$ cat src/rtl/operand_fetch_stage_if.sv
// Decode->execute operand-fetch bundle: decoded instruction in, GPR read port, EX/WB bypass, operand slot out.
// Latency: none (wiring only).
// Backpressure: in_valid/in_ready on the decode side, out_valid/out_ready on the EX side.
interface operand_fetch_stage_if #(
    parameter int XLEN = 32,
    parameter int AW   = 5
);
    // Control
    logic            flush;

    // Decoded instruction input
    logic            in_valid;
    logic            in_ready;
    logic [XLEN-1:0] in_pc;
    logic [XLEN-1:0] in_imm;
    logic [AW-1:0]   in_rs1;
    logic [AW-1:0]   in_rs2;
    logic            in_use_rs1;
    logic            in_use_rs2;
    logic [AW-1:0]   in_rd;
    logic            in_rd_we;
    logic            in_is_load;
    logic [7:0]      in_ctrl;

    // GPR file read port
    logic [AW-1:0]   rf_addr_1;
    logic [AW-1:0]   rf_addr_2;
    logic [XLEN-1:0] rf_data_1;
    logic [XLEN-1:0] rf_data_2;

    // EX-stage bypass
    logic            ex_valid;
    logic            ex_rd_we;
    logic            ex_is_load;
    logic [AW-1:0]   ex_rd;
    logic [XLEN-1:0] ex_data;

    // WB-stage bypass
    logic            wb_we;
    logic [AW-1:0]   wb_rd;
    logic [XLEN-1:0] wb_data;

    // Operand slot output
    logic            out_valid;
    logic            out_ready;
    logic [XLEN-1:0] out_pc;
    logic [XLEN-1:0] out_imm;
    logic [XLEN-1:0] out_op1;
    logic [XLEN-1:0] out_op2;
    logic [AW-1:0]   out_rd;
    logic            out_rd_we;
    logic            out_is_load;
    logic [7:0]      out_ctrl;

    // Operand-fetch stage view
    modport slave (
        input  flush,
        input  in_valid, in_pc, in_imm, in_rs1, in_rs2, in_use_rs1, in_use_rs2,
        input  in_rd, in_rd_we, in_is_load, in_ctrl,
        output in_ready,
        output rf_addr_1, rf_addr_2,
        input  rf_data_1, rf_data_2,
        input  ex_valid, ex_rd_we, ex_is_load, ex_rd, ex_data,
        input  wb_we, wb_rd, wb_data,
        output out_valid, out_pc, out_imm, out_op1, out_op2,
        output out_rd, out_rd_we, out_is_load, out_ctrl,
        input  out_ready
    );

    // Surrounding pipeline view
    modport master (
        output flush,
        output in_valid, in_pc, in_imm, in_rs1, in_rs2, in_use_rs1, in_use_rs2,
        output in_rd, in_rd_we, in_is_load, in_ctrl,
        input  in_ready,
        input  rf_addr_1, rf_addr_2,
        output rf_data_1, rf_data_2,
        output ex_valid, ex_rd_we, ex_is_load, ex_rd, ex_data,
        output wb_we, wb_rd, wb_data,
        input  out_valid, out_pc, out_imm, out_op1, out_op2,
        input  out_rd, out_rd_we, out_is_load, out_ctrl,
        output out_ready
    );
endinterface

$ cat src/rtl/operand_fetch_stage.sv
// Decode->execute stage: reads GPRs, bypasses EX/WB results, stalls on load-use, holds one operand slot.
// Latency: 1 cycle from accept to out_valid.
// Backpressure: in_ready drops on flush, load-use hazard, or a full slot that EX is not draining.
module operand_fetch_stage #(
    parameter int XLEN   = 32,
    parameter int AW     = 5,
    parameter bit FWD_EN = 1'b1
) (
    input logic                clk,
    input logic                rst,
    operand_fetch_stage_if.slave ofs
);

    typedef enum logic {
        EMPTY = 1'b0,
        FULL  = 1'b1
    } state_e;

    typedef struct packed {
        logic [XLEN-1:0] pc;
        logic [XLEN-1:0] imm;
        logic [XLEN-1:0] op1;
        logic [XLEN-1:0] op2;
        logic [AW-1:0]   rd;
        logic            rd_we;
        logic            is_load;
        logic [7:0]      ctrl;
    } slot_t;

    state_e          state_q, state_d;
    slot_t           slot_q, slot_d;

    logic            ex_wr;
    logic            ex_hit_1;
    logic            ex_hit_2;
    logic            hazard;
    logic            ex_fwd;
    logic            in_ready;
    logic            accept;
    logic [XLEN-1:0] op1;
    logic [XLEN-1:0] op2;

    // Bypass priority: x0 is hardwired zero, then EX, then WB (which also covers
    // the GPR being written in the same cycle it is read), then the GPR file.
    function automatic logic [XLEN-1:0] pick_operand(
        input logic [AW-1:0]   idx,
        input logic [XLEN-1:0] rf_val,
        input logic            ex_ok,
        input logic [AW-1:0]   ex_idx,
        input logic [XLEN-1:0] ex_val,
        input logic            wb_ok,
        input logic [AW-1:0]   wb_idx,
        input logic [XLEN-1:0] wb_val
    );
        logic [XLEN-1:0] res;
        res = rf_val;
        if (idx == '0) begin
            res = '0;
        end else if (ex_ok && (ex_idx == idx)) begin
            res = ex_val;
        end else if (wb_ok && (wb_idx == idx)) begin
            res = wb_val;
        end
        return res;
    endfunction

    // Hazard detection: an EX producer that cannot be bypassed (a load, or any
    // producer when EX bypass is disabled) blocks a consumer of the same register.
    always_comb begin
        ex_wr    = ofs.ex_valid & ofs.ex_rd_we & (ofs.ex_rd != '0);
        ex_hit_1 = ofs.in_use_rs1 & (ofs.ex_rd == ofs.in_rs1);
        ex_hit_2 = ofs.in_use_rs2 & (ofs.ex_rd == ofs.in_rs2);
        hazard   = ex_wr & (ex_hit_1 | ex_hit_2) & (ofs.ex_is_load | !FWD_EN);
        ex_fwd   = ofs.ex_valid & ofs.ex_rd_we & !ofs.ex_is_load & FWD_EN;
        in_ready = !ofs.flush & !hazard & ((state_q == EMPTY) | ofs.out_ready);
        accept   = ofs.in_valid & in_ready;
    end

    // Operand selection for both sources, sampled into the slot only on accept.
    always_comb begin
        op1 = pick_operand(ofs.in_rs1, ofs.rf_data_1, ex_fwd, ofs.ex_rd, ofs.ex_data,
                           ofs.wb_we, ofs.wb_rd, ofs.wb_data);
        op2 = pick_operand(ofs.in_rs2, ofs.rf_data_2, ex_fwd, ofs.ex_rd, ofs.ex_data,
                           ofs.wb_we, ofs.wb_rd, ofs.wb_data);
    end

    // Next-state and slot load: flush beats accept; a held slot never re-samples.
    always_comb begin
        state_d = state_q;
        slot_d  = slot_q;
        if (ofs.flush) begin
            state_d = EMPTY;
        end else if (accept) begin
            state_d       = FULL;
            slot_d.pc     = ofs.in_pc;
            slot_d.imm    = ofs.in_imm;
            slot_d.op1    = op1;
            slot_d.op2    = op2;
            slot_d.rd     = ofs.in_rd;
            slot_d.rd_we  = ofs.in_rd_we;
            slot_d.is_load = ofs.in_is_load;
            slot_d.ctrl   = ofs.in_ctrl;
        end else if ((state_q == FULL) && ofs.out_ready) begin
            state_d = EMPTY;
        end
    end

    // State and slot registers with asynchronous active-low clear.
    always_ff @(posedge clk or negedge rst) begin
        if (!rst) begin
            state_q <= EMPTY;
            slot_q  <= '0;
        end else begin
            state_q <= state_d;
            slot_q  <= slot_d;
        end
    end

    assign ofs.in_ready    = in_ready;
    assign ofs.rf_addr_1   = ofs.in_rs1;
    assign ofs.rf_addr_2   = ofs.in_rs2;
    assign ofs.out_valid   = (state_q == FULL);
    assign ofs.out_pc      = slot_q.pc;
    assign ofs.out_imm     = slot_q.imm;
    assign ofs.out_op1     = slot_q.op1;
    assign ofs.out_op2     = slot_q.op2;
    assign ofs.out_rd      = slot_q.rd;
    assign ofs.out_rd_we   = slot_q.rd_we;
    assign ofs.out_is_load = slot_q.is_load;
    assign ofs.out_ctrl    = slot_q.ctrl;

endmodule

$ cat src/flat_wrapper.sv
// flat-port wrapper written by rule: the top's interface ports become plain ports
module operand_fetch_stage_flat 
#(
    parameter int XLEN   = 32,
    parameter int AW     = 5,
    parameter bit FWD_EN = 1'b1
)
  (clk, rst, ofs_flush, ofs_in_valid, ofs_in_pc, ofs_in_imm, ofs_in_rs1, ofs_in_rs2, ofs_in_use_rs1, ofs_in_use_rs2, ofs_in_rd, ofs_in_rd_we, ofs_in_is_load, ofs_in_ctrl, ofs_in_ready, ofs_rf_addr_1, ofs_rf_addr_2, ofs_rf_data_1, ofs_rf_data_2, ofs_ex_valid, ofs_ex_rd_we, ofs_ex_is_load, ofs_ex_rd, ofs_ex_data, ofs_wb_we, ofs_wb_rd, ofs_wb_data, ofs_out_valid, ofs_out_pc, ofs_out_imm, ofs_out_op1, ofs_out_op2, ofs_out_rd, ofs_out_rd_we, ofs_out_is_load, ofs_out_ctrl, ofs_out_ready);
  operand_fetch_stage_if #(.XLEN(XLEN), .AW(AW)) ofs_i ();
  input logic clk;
  input logic rst;
  input wire logic [$bits(ofs_i.flush)-1:0] ofs_flush;
  input wire logic [$bits(ofs_i.in_valid)-1:0] ofs_in_valid;
  input wire logic [$bits(ofs_i.in_pc)-1:0] ofs_in_pc;
  input wire logic [$bits(ofs_i.in_imm)-1:0] ofs_in_imm;
  input wire logic [$bits(ofs_i.in_rs1)-1:0] ofs_in_rs1;
  input wire logic [$bits(ofs_i.in_rs2)-1:0] ofs_in_rs2;
  input wire logic [$bits(ofs_i.in_use_rs1)-1:0] ofs_in_use_rs1;
  input wire logic [$bits(ofs_i.in_use_rs2)-1:0] ofs_in_use_rs2;
  input wire logic [$bits(ofs_i.in_rd)-1:0] ofs_in_rd;
  input wire logic [$bits(ofs_i.in_rd_we)-1:0] ofs_in_rd_we;
  input wire logic [$bits(ofs_i.in_is_load)-1:0] ofs_in_is_load;
  input wire logic [$bits(ofs_i.in_ctrl)-1:0] ofs_in_ctrl;
  output wire logic [$bits(ofs_i.in_ready)-1:0] ofs_in_ready;
  output wire logic [$bits(ofs_i.rf_addr_1)-1:0] ofs_rf_addr_1;
  output wire logic [$bits(ofs_i.rf_addr_2)-1:0] ofs_rf_addr_2;
  input wire logic [$bits(ofs_i.rf_data_1)-1:0] ofs_rf_data_1;
  input wire logic [$bits(ofs_i.rf_data_2)-1:0] ofs_rf_data_2;
  input wire logic [$bits(ofs_i.ex_valid)-1:0] ofs_ex_valid;
  input wire logic [$bits(ofs_i.ex_rd_we)-1:0] ofs_ex_rd_we;
  input wire logic [$bits(ofs_i.ex_is_load)-1:0] ofs_ex_is_load;
  input wire logic [$bits(ofs_i.ex_rd)-1:0] ofs_ex_rd;
  input wire logic [$bits(ofs_i.ex_data)-1:0] ofs_ex_data;
  input wire logic [$bits(ofs_i.wb_we)-1:0] ofs_wb_we;
  input wire logic [$bits(ofs_i.wb_rd)-1:0] ofs_wb_rd;
  input wire logic [$bits(ofs_i.wb_data)-1:0] ofs_wb_data;
  output wire logic [$bits(ofs_i.out_valid)-1:0] ofs_out_valid;
  output wire logic [$bits(ofs_i.out_pc)-1:0] ofs_out_pc;
  output wire logic [$bits(ofs_i.out_imm)-1:0] ofs_out_imm;
  output wire logic [$bits(ofs_i.out_op1)-1:0] ofs_out_op1;
  output wire logic [$bits(ofs_i.out_op2)-1:0] ofs_out_op2;
  output wire logic [$bits(ofs_i.out_rd)-1:0] ofs_out_rd;
  output wire logic [$bits(ofs_i.out_rd_we)-1:0] ofs_out_rd_we;
  output wire logic [$bits(ofs_i.out_is_load)-1:0] ofs_out_is_load;
  output wire logic [$bits(ofs_i.out_ctrl)-1:0] ofs_out_ctrl;
  input wire logic [$bits(ofs_i.out_ready)-1:0] ofs_out_ready;
  assign ofs_i.flush = ofs_flush;
  assign ofs_i.in_valid = ofs_in_valid;
  assign ofs_i.in_pc = ofs_in_pc;
  assign ofs_i.in_imm = ofs_in_imm;
  assign ofs_i.in_rs1 = ofs_in_rs1;
  assign ofs_i.in_rs2 = ofs_in_rs2;
  assign ofs_i.in_use_rs1 = ofs_in_use_rs1;
  assign ofs_i.in_use_rs2 = ofs_in_use_rs2;
  assign ofs_i.in_rd = ofs_in_rd;
  assign ofs_i.in_rd_we = ofs_in_rd_we;
  assign ofs_i.in_is_load = ofs_in_is_load;
  assign ofs_i.in_ctrl = ofs_in_ctrl;
  assign ofs_in_ready = ofs_i.in_ready;
  assign ofs_rf_addr_1 = ofs_i.rf_addr_1;
  assign ofs_rf_addr_2 = ofs_i.rf_addr_2;
  assign ofs_i.rf_data_1 = ofs_rf_data_1;
  assign ofs_i.rf_data_2 = ofs_rf_data_2;
  assign ofs_i.ex_valid = ofs_ex_valid;
  assign ofs_i.ex_rd_we = ofs_ex_rd_we;
  assign ofs_i.ex_is_load = ofs_ex_is_load;
  assign ofs_i.ex_rd = ofs_ex_rd;
  assign ofs_i.ex_data = ofs_ex_data;
  assign ofs_i.wb_we = ofs_wb_we;
  assign ofs_i.wb_rd = ofs_wb_rd;
  assign ofs_i.wb_data = ofs_wb_data;
  assign ofs_out_valid = ofs_i.out_valid;
  assign ofs_out_pc = ofs_i.out_pc;
  assign ofs_out_imm = ofs_i.out_imm;
  assign ofs_out_op1 = ofs_i.out_op1;
  assign ofs_out_op2 = ofs_i.out_op2;
  assign ofs_out_rd = ofs_i.out_rd;
  assign ofs_out_rd_we = ofs_i.out_rd_we;
  assign ofs_out_is_load = ofs_i.out_is_load;
  assign ofs_out_ctrl = ofs_i.out_ctrl;
  assign ofs_i.out_ready = ofs_out_ready;
  operand_fetch_stage #(.XLEN(XLEN), .AW(AW), .FWD_EN(FWD_EN)) u_core (.clk(clk), .rst(rst), .ofs(ofs_i));
endmodule
$ cat config.mk
export PLATFORM = sky130hd
export DESIGN_NAME = operand_fetch_stage_flat
export DESIGN_NICKNAME = d
export VERILOG_FILES = /design/src/rtl/operand_fetch_stage_if.sv /design/src/rtl/operand_fetch_stage.sv /design/src/flat_wrapper.sv
export SDC_FILE = /design/constraint.sdc
export NUM_CORES = 1
export LEC_CHECK = 0
export CAP_MARGIN = 25
export CORE_AREA = 4 4 151 153
export CTS_BUF_LIST = sky130_fd_sc_hd__clkbuf_4 sky130_fd_sc_hd__clkbuf_8
export CTS_CLUSTER_SIZE = 40
export DETAILED_ROUTE_END_ITERATION = 10
export DIE_AREA = 0 0 155 157
export PLACE_DENSITY = 0.69
export SETUP_SLACK_MARGIN = 0.2
export SYNTH_ARGS = -nofsm -noshare
export SYNTH_HDL_FRONTEND = slang
export SYNTH_SLANG_ARGS = --single-unit
$ cat constraint.sdc
create_clock -name clk -period 3.5 [get_ports clk]
set_input_delay 0.875 -clock clk [delete_from_list [all_inputs] [get_ports clk]]
set_output_delay 0.875 -clock clk [all_outputs]
set_load 0.02 [all_outputs]
==> results.env, run 1 <==
RESULT_OF_THE_RUN='finished, final reports clean'
DIE_H_UM=157
DOMINANTREGCELLSYNTH='sky130_fd_sc_hd__dfrtp_1'
POST_ROUTE_NON_FILLER_STANDARD_CELL_COUNT=1415
FINALWIRELENGTH_MM=33.48
NETLIST_AREA_UM2=7664
WIRE_LENGTH_OF_THE_FIRST_GLOBAL_ROUTING_PASS_MM=49.62
FIN_SETUP_TNS_PS=0
MAX_STAGE_DELAY_PS=440
FINISH.INSTANCE_AREA_UM2=12450
PLACEABLECOREAREA_UM2=21550
FINAL_REPORT_SETUP_VIOLATION_COUNT=0
HTREE_LEVELS=4
POST_DRT_WL_PER_CELL_UM=23.66
MAX_CAP_VIOLATIONS=0
POST_SYNTH.CELL_AREA_AVG_UM2=10.16
IOS=393
FINAL_NETS=1357
CRIT_PATH_CELL_TRACE='clkdlybuf4s50_1 -> or4_4 -> o2111ai_4 -> nor4_4 -> nor3_2 -> buf_4'
YS.WARNINGS.COUNT=0
SYNTH_MOST_COMMON_CELL='sky130_fd_sc_hd__dfrtp_1'
DP.FINAL_HPWL_MM=23.90
SYNTH_LARGEST_AREA_CELL='sky130_fd_sc_hd__dfrtp_1'
ROUTABILITYCONGESTION=0.8650
ASYNC_FLOP_SHARE_PCT=100.0
CLK_TRANSITION_REPORTED_PATHS_PS=90
IR_WORST_VDD_mV=0.2744
LEAKAGEPOWER_nW=4.825
WORSTSETUPSTARTPOINTTYPE='input port'
TIMING.FINAL.HOLD_VIOLATIONS=0
CLOCK_LATENCY_PS=450
DP_CELLS=1380
SETUP_WS_PS=232.7
ANTENNA_VIOLATING_NETS_POST_ROUTE=0
FIRSTDRTPASSITERS=5
NUMPORTBUFFERS=392
FINAL_UTIL_PCT=57.78
FINAL_MAX_SLEW_VIOL_COUNT=0
NUMBER_OF_GLOBAL_ROUTE_VIAS_BEFORE_REPAIR=8008
PLACED_AREA_UM2=12020
FINALCRITPERIODSHARE_PCT=93.35
GLOBALROUTE.TOTALOVERFLOW=0
MAX-CLOCK-PATH-BUFFERS=2
PERIOD_NEEDED_PS=3267
SYNTH.DISTINCT_CELLS=34
WORST-PATH-MAX-FANOUT=2
CTS_MADE_BUFFERS=17
REMAINING_DRC_ERRORS=0
CLOCK-ROOT-BUFFER='sky130_fd_sc_hd__clkbuf_8'
SYNTH_TOP_CELLS_BY_AREA='sky130_fd_sc_hd__dfrtp_1, sky130_fd_sc_hd__mux2_2, sky130_fd_sc_hd__o41ai_1'
SLEW_HEADROOM_PCT=44.40
RSZ0062_AT_GRT='yes'
N_FILL_CELL=1864
GRT_START_MAX_NET_PINS=65
POST_PLACE_WORST_SLACK_PS=-441.5
CTS_NUM_SINKS=144
SYNTH_TOP_AREA_SHARE_PCT=47.02
VIAS_PER_CELL=5.618
START_UTIL_PCT=35.56
FIRST_ITER_VIOLATIONS=626
VIA_COUNT=7949
CP.REQUIRED_PS=2620
MAX_SLEW.WORST_PIN.SLEW_PS=834.0
TIMING.SETUP.CRITICAL_PATH_CLASS='input port to output port'
FIN_HOLD_WS_PS=401.9
CTS_TREE='done'
MAX_FREQ_GHz=0.3061
GRT.TOTAL_USAGE_PCT=26.49
POSTCTSHOLDBUFS=0
R2R_SLACK_PS=1470
POST_SYN_NETS=992
SYNTH_SEQ_AREA_SHARE_PCT=47.02
CRITPATHARRIVALTIME_PS=2390
NUM_ROWS=54
SYNTH_EDF_COUNT=0
HOLD_CLASS='input port to async pin'
SYN_INST=754
FIN_TOTAL_PWR_mW=5.369
DRIVE_ABOVE_1_SHARE_PCT=16.34
CPMAXSTAGEDELAYCELL='sky130_fd_sc_hd__or4_4'
FINALCLOCKSKEW_PS=17.19
YS_FF_LATCH=144
DIE-AREA_UM2=24340
PWR_DENSITY_CELL_nW_PER_UM2=431.1
SYNTH_TOP_CELLS_BY_COUNT='sky130_fd_sc_hd__dfrtp_1, sky130_fd_sc_hd__nor2_1, sky130_fd_sc_hd__mux2_2'
FLOW.AREA_GROWTH_FROM_SYNTHESIS_PCT=62.51
GRT_ANTENNA_BEFORE_REPAIR=5
DIE_X_UM=155
ENDPOINT_KIND='output port'
## layout by cell type, fill, tap and decap left out, types with 5 or more instances in the layout
| cell type | synthesis | routed |
|---|---|---|
| sky130_fd_sc_hd__nor2_1 | 124 | 121 |
| sky130_fd_sc_hd__a21oi_1 | 8 | 8 |
| sky130_fd_sc_hd__o22ai_1 | 8 | 8 |
| sky130_fd_sc_hd__dfrtp_1 | 144 | 144 |
| sky130_fd_sc_hd__xor2_1 | 5 | 5 |
| sky130_fd_sc_hd__o31ai_1 | 64 | 64 |
| sky130_fd_sc_hd__o41ai_2 | 3 | 8 |
| sky130_fd_sc_hd__inv_6 | 0 | 7 |
| sky130_fd_sc_hd__buf_12 | 0 | 9 |
| sky130_fd_sc_hd__nand3_1 | 66 | 66 |
| sky130_fd_sc_hd__buf_4 | 11 | 39 |
| sky130_fd_sc_hd__clkbuf_8 | 0 | 18 |
| sky130_fd_sc_hd__mux2_2 | 79 | 79 |
| sky130_fd_sc_hd__xnor2_1 | 15 | 13 |
| sky130_fd_sc_hd__o41ai_1 | 61 | 56 |
| sky130_fd_sc_hd__a211oi_1 | 56 | 56 |
| sky130_fd_sc_hd__clkdlybuf4s50_1 | 0 | 386 |
## flip-flops by register name (all words and copies together), names as in the netlist
name and count:
u_core.ofs.out_rd 5, u_core.ofs.out_is_load 1, u_core.ofs.out_op1 32, u_core.ofs.out_pc 32, u_core.ofs.out_imm 32, u_core.ofs.out_rd_we 1, u_core.ofs.out_valid 1, u_core.ofs.out_ctrl 8
u_core.ofs.out_op2 32
## worst paths after layout
kind                            cells after the start                   start                     end
worst max-delay path                                6            ofs_ex_rd[1]            ofs_in_ready
worst min-delay path                                1                     rst  u_core.ofs.out_ctrl[3]
worst max register to register                      5    u_core.ofs.out_valid  u_core.ofs.out_op2[27]
worst min register to register                      2  u_core.ofs.out_op2[19]  u_core.ofs.out_op2[19]
max in group asynchronous                           2                     rst  u_core.ofs.out_imm[27]
min in group clk                                    2  u_core.ofs.out_op2[19]  u_core.ofs.out_op2[19]
## worst max-delay path: cells and delay by family
family	cells	cell delay, ps
AOI/OAI and AO/OA	1	280
buffers and inverters	2	590
and+or+nand+nor	3	650
## power breakdown
| group | total (mW) | internal [mW] | switching [mW] |
|---|---|---|---|
| combinational | 1.99 | 1.05 | 0.937 |
| clock | 1.28 | 0.533 | 0.742 |
| sequential | 2.11 | 1.95 | 0.163 |
| total | 5.37 | 3.53 | 1.84 |
## cell type report
| cell class | count | area, um^2 | share of cell area, % |
|---|---|---|---|
| Multi-Input combinational cell | 515 | 3741 | 30.04 |
| Timing Repair Buffer | 439 | 4379 | 35.16 |
| Sequential cell | 144 | 3603 | 28.93 |
| Antenna cell | 3 | 7.507 | 0.06028 |
| Inverter | 2 | 7.507 | 0.06028 |
| Tap cell | 280 | 350.3 | 2.813 |
| Clock inverter | 14 | 117.6 | 0.9443 |
| Clock buffer | 18 | 247.7 | 1.989 |
## layer usage
layer,part of all wire (%),global-route usage (%),up-vias
li1,-,-,3573
met1,40,34.97,3860
met2,49,42.93,444
met3,8.6,6.571,66
met4,3.0,8.705,6
met5,0.10,0,-
## kinds of logic (layout without fill, tap and decap cells)
family,count (synthesis),count (layout),share of synthesized area [%]
AOI/OAI and AO/OA,202,202,20.80
and+or+nand+nor,214,214,12.39
buffers and inverters,95,473,5.894
xor gates and xnor gates,20,20,2.286
DFF,144,144,47.02
muxes,79,79,11.61
other,0,3,0
## timing repair
item / CTS / global route
endpoints found under the setup margin: 43 / 6
pin swaps: 2 / 1
resized for setup: 12 / 5
buffers inserted: 0 / 0
Note: power is estimated with default switching activity, not from simulation.
==> run 2: changes to the inputs <==
--- a/config.mk
+++ b/config.mk
@@ -6,11 +6,11 @@
 export NUM_CORES = 1
 export LEC_CHECK = 0
 export CAP_MARGIN = 25
-export CORE_AREA = 4 4 151 153
+export CORE_AREA = 3 3 150 152
 export CTS_BUF_LIST = sky130_fd_sc_hd__clkbuf_4 sky130_fd_sc_hd__clkbuf_8
 export CTS_CLUSTER_SIZE = 40
 export DETAILED_ROUTE_END_ITERATION = 10
-export DIE_AREA = 0 0 155 157
+export DIE_AREA = 0 0 153 155
 export PLACE_DENSITY = 0.69
 export SETUP_SLACK_MARGIN = 0.2
 export SYNTH_ARGS = -nofsm -noshare
==> results.env, run 2 (synthesis results as in run 1) <==
NUMPORTBUFFERS=392  # unchanged
FINAL_MAX_SLEW_VIOL_COUNT=0  # unchanged
FIN_SETUP_TNS_PS=0  # unchanged
NUMBER_OF_GLOBAL_ROUTE_VIAS_BEFORE_REPAIR=7902  # -1.3%
CLOCK_LATENCY_PS=460  # about the same
FIRST_ITER_VIOLATIONS=693  # +11%
DP.FINAL_HPWL_MM=23.80  # -0.42%
PERIOD_NEEDED_PS=3226  # -41.00 ps
FINALCLOCKSKEW_PS=11.84  # -5.348 ps
LEADING_CELL_TYPE_IN_THE_LAYOUT_FILL_AND_TAPS_EXCLUDED='sky130_fd_sc_hd__clkdlybuf4s50_1'
FLOW.AREA_GROWTH_FROM_SYNTHESIS_PCT=62.73
WIRE_LENGTH_OF_THE_FIRST_GLOBAL_ROUTING_PASS_MM=49.25  # -0.74%
MAX-CLOCK-PATH-BUFFERS=2  # unchanged
SLEW_HEADROOM_PCT=45.36  # +0.96 points
FINALWIRELENGTH_MM=33.14  # -1.0%
LEAKAGEPOWER_nW=4.845  # +0.40%
ANTENNA_VIOLATING_NETS_POST_ROUTE=0  # unchanged
HTREE_LEVELS=4  # unchanged
RESULT_OF_THE_RUN='finished, final reports clean'
DRIVE_ABOVE_1_SHARE_PCT=16.12  # -0.22 points
GRT.TOTAL_USAGE_PCT=26.81  # +0.32 points
POST_DRT_WL_PER_CELL_UM=23.49  # -0.72%
CTS_MADE_BUFFERS=17  # unchanged
POSTCTSHOLDBUFS=0  # unchanged
FINAL_REPORT_SETUP_VIOLATION_COUNT=0  # unchanged
TIMING.SETUP.CRITICAL_PATH_CLASS='input port to output port'
REMAINING_DRC_ERRORS=0  # unchanged
IOS=393  # unchanged
DP_CELLS=1377  # -0.22%
HOLD_CLASS='input port to async pin'
GRT_ANTENNA_BEFORE_REPAIR=1  # -4
DIE-AREA_UM2=23720  # -2.5%
VIA_COUNT=8021  # +0.91%
ENDPOINT_KIND='output port'
CRIT_PATH_CELL_TRACE='dlygate4sd2_1 -> or4_4 -> o2111ai_4 -> nor4_4 -> nor3_2 -> buf_4'
CP.REQUIRED_PS=2620  # about the same
WORST-PATH-MAX-FANOUT=2  # unchanged
TIMING.FINAL.HOLD_VIOLATIONS=0  # unchanged
FINAL_CELL_MIX='sky130_fd_sc_hd__clkdlybuf4s50_1, sky130_fd_sc_hd__dfrtp_1, sky130_fd_sc_hd__nor2_1'
FINALCRITPERIODSHARE_PCT=92.18  # -1.2 points
NUM_ROWS=53  # -1.9%
MAX_FREQ_GHz=0.3100  # +1.3%
GRT_START_MAX_NET_PINS=78  # +20%
CTS_NUM_SINKS=144  # unchanged
WORSTSETUPSTARTPOINTTYPE='input port'
FIRSTDRTPASSITERS=5  # unchanged
CRITPATHARRIVALTIME_PS=2350  # -40 ps
CPMAXSTAGEDELAYCELL='sky130_fd_sc_hd__or4_4'
CTS_TREE='done'
MAX_CAP_VIOLATIONS=0  # unchanged
CLOCK-ROOT-BUFFER='sky130_fd_sc_hd__clkbuf_8'
CLK_TRANSITION_REPORTED_PATHS_PS=100  # about the same
DIE_X_UM=153  # -1.3%
MAX_STAGE_DELAY_PS=540  # +100 ps
START_UTIL_PCT=36.23  # +0.67 points
VIAS_PER_CELL=5.685  # +1.2%
IR_WORST_VDD_mV=0.2501  # -8.9%
N_FILL_CELL=1793  # -3.8%
POST_ROUTE_NON_FILLER_STANDARD_CELL_COUNT=1411  # -0.28%
FINAL_NETS=1360  # +0.22%
PLACEABLECOREAREA_UM2=21150  # -1.9%
ROUTABILITYCONGESTION=0.9383  # +8.5%
PWR_DENSITY_CELL_nW_PER_UM2=439.5  # +1.9%
RSZ0062_AT_GRT='no'
DIE_H_UM=155  # -1.3%
MAX_SLEW.WORST_PIN.SLEW_PS=819.6  # -14.36 ps
GLOBALROUTE.TOTALOVERFLOW=0  # unchanged
FIN_TOTAL_PWR_mW=5.481  # +2.1%
==> run 2: cell count changes in the layout (fill, tap and decap cells not counted), moves of 2 or more <==
cell,previous run,this run
sky130_fd_sc_hd__clkinv_2,2,0
sky130_fd_sc_hd__diode_2,3,1
sky130_fd_sc_hd__clkdlybuf4s50_1,386,384
sky130_fd_sc_hd__o41ai_2,8,3
sky130_fd_sc_hd__o41ai_1,56,61
sky130_fd_sc_hd__inv_8,2,6
sky130_fd_sc_hd__inv_6,7,3
sky130_fd_sc_hd__buf_4,39,42
==> run 2: area by class of cell <==
class | count | area [um^2] | area share [%]
antenna | 1 | 2.502 | 0.02007
timing repair buffer | 442 | 4403 | 35.31
multi-input combinational | 515 | 3704 | 29.70
clock inverter | 14 | 165.2 | 1.324
inverter | 2 | 7.507 | 0.06020
clock buffer | 18 | 241.5 | 1.936
sequential | 144 | 3603 | 28.90
tap | 275 | 344.1 | 2.759
==> run 2: per-layer routing <==
metal	vias to the layer above	part of all wire, %	global-route usage (%)
met5	-	0	0
met4	0	2.0	8.104
met3	40	7.2	5.647
met2	434	50	44.83
met1	3966	41	35.23
li1	3581	-	-
==> run 2: final timing paths <==
path / from / end / slack (ps) / cells after the start
worst max-delay path: ofs_ex_rd[4] / ofs_in_ready / 270 / 6
worst min register to register: u_core.ofs.out_op2[19] / u_core.ofs.out_op2[19] / 510 / 2
max in group asynchronous: rst / u_core.ofs.out_op1[4] / 2220 / 2
worst max register to register: u_core.ofs.out_valid / u_core.ofs.out_op1[6] / 1540 / 5
worst min-delay path: rst / u_core.ofs.out_ctrl[5] / 430 / 1
min in group clk: u_core.ofs.out_op2[19] / u_core.ofs.out_op2[19] / 510 / 2
==> run 2: stage by stage <==
| stage | utilization (%) | hold WS (ps) | instance area (um^2) | setup WS [ps] |
|---|---|---|---|---|
| 5_1_grt | 58.95 | 463.7 | 12470 | 201.7 |
| 3_3_place_gp | 56.87 | 479.4 | 12030 | -386.7 |
| 6_report | 58.95 | 430.8 | 12470 | 273.7 |
| 3_5_place_dp | 56.87 | 486.5 | 12030 | -379.2 |
| 4_1_cts | 58.87 | 450.2 | 12450 | 225.8 |
| 2_1_floorplan | - | 579.4 | 7676 | 255.6 |
==> run 2: power by group <==
group	switching (mW)	internal [mW]
Clock	0.774	0.613
Sequential	0.166	1.95
Combinational	0.935	1.05
==> run 2: worst max-delay path: cells and delay by family <==
family          cells  cell delay, ps
compound gates      1             270
buf+inv             2             400
simple gates        3             800
==> run 2: timing repair <==
action | 4_1_cts | 5_1_grt
resized for setup | 12 | 2
setup buffers | 0 | 1
pin swaps | 5 | 4
setup endpoints to repair | 2 | 1
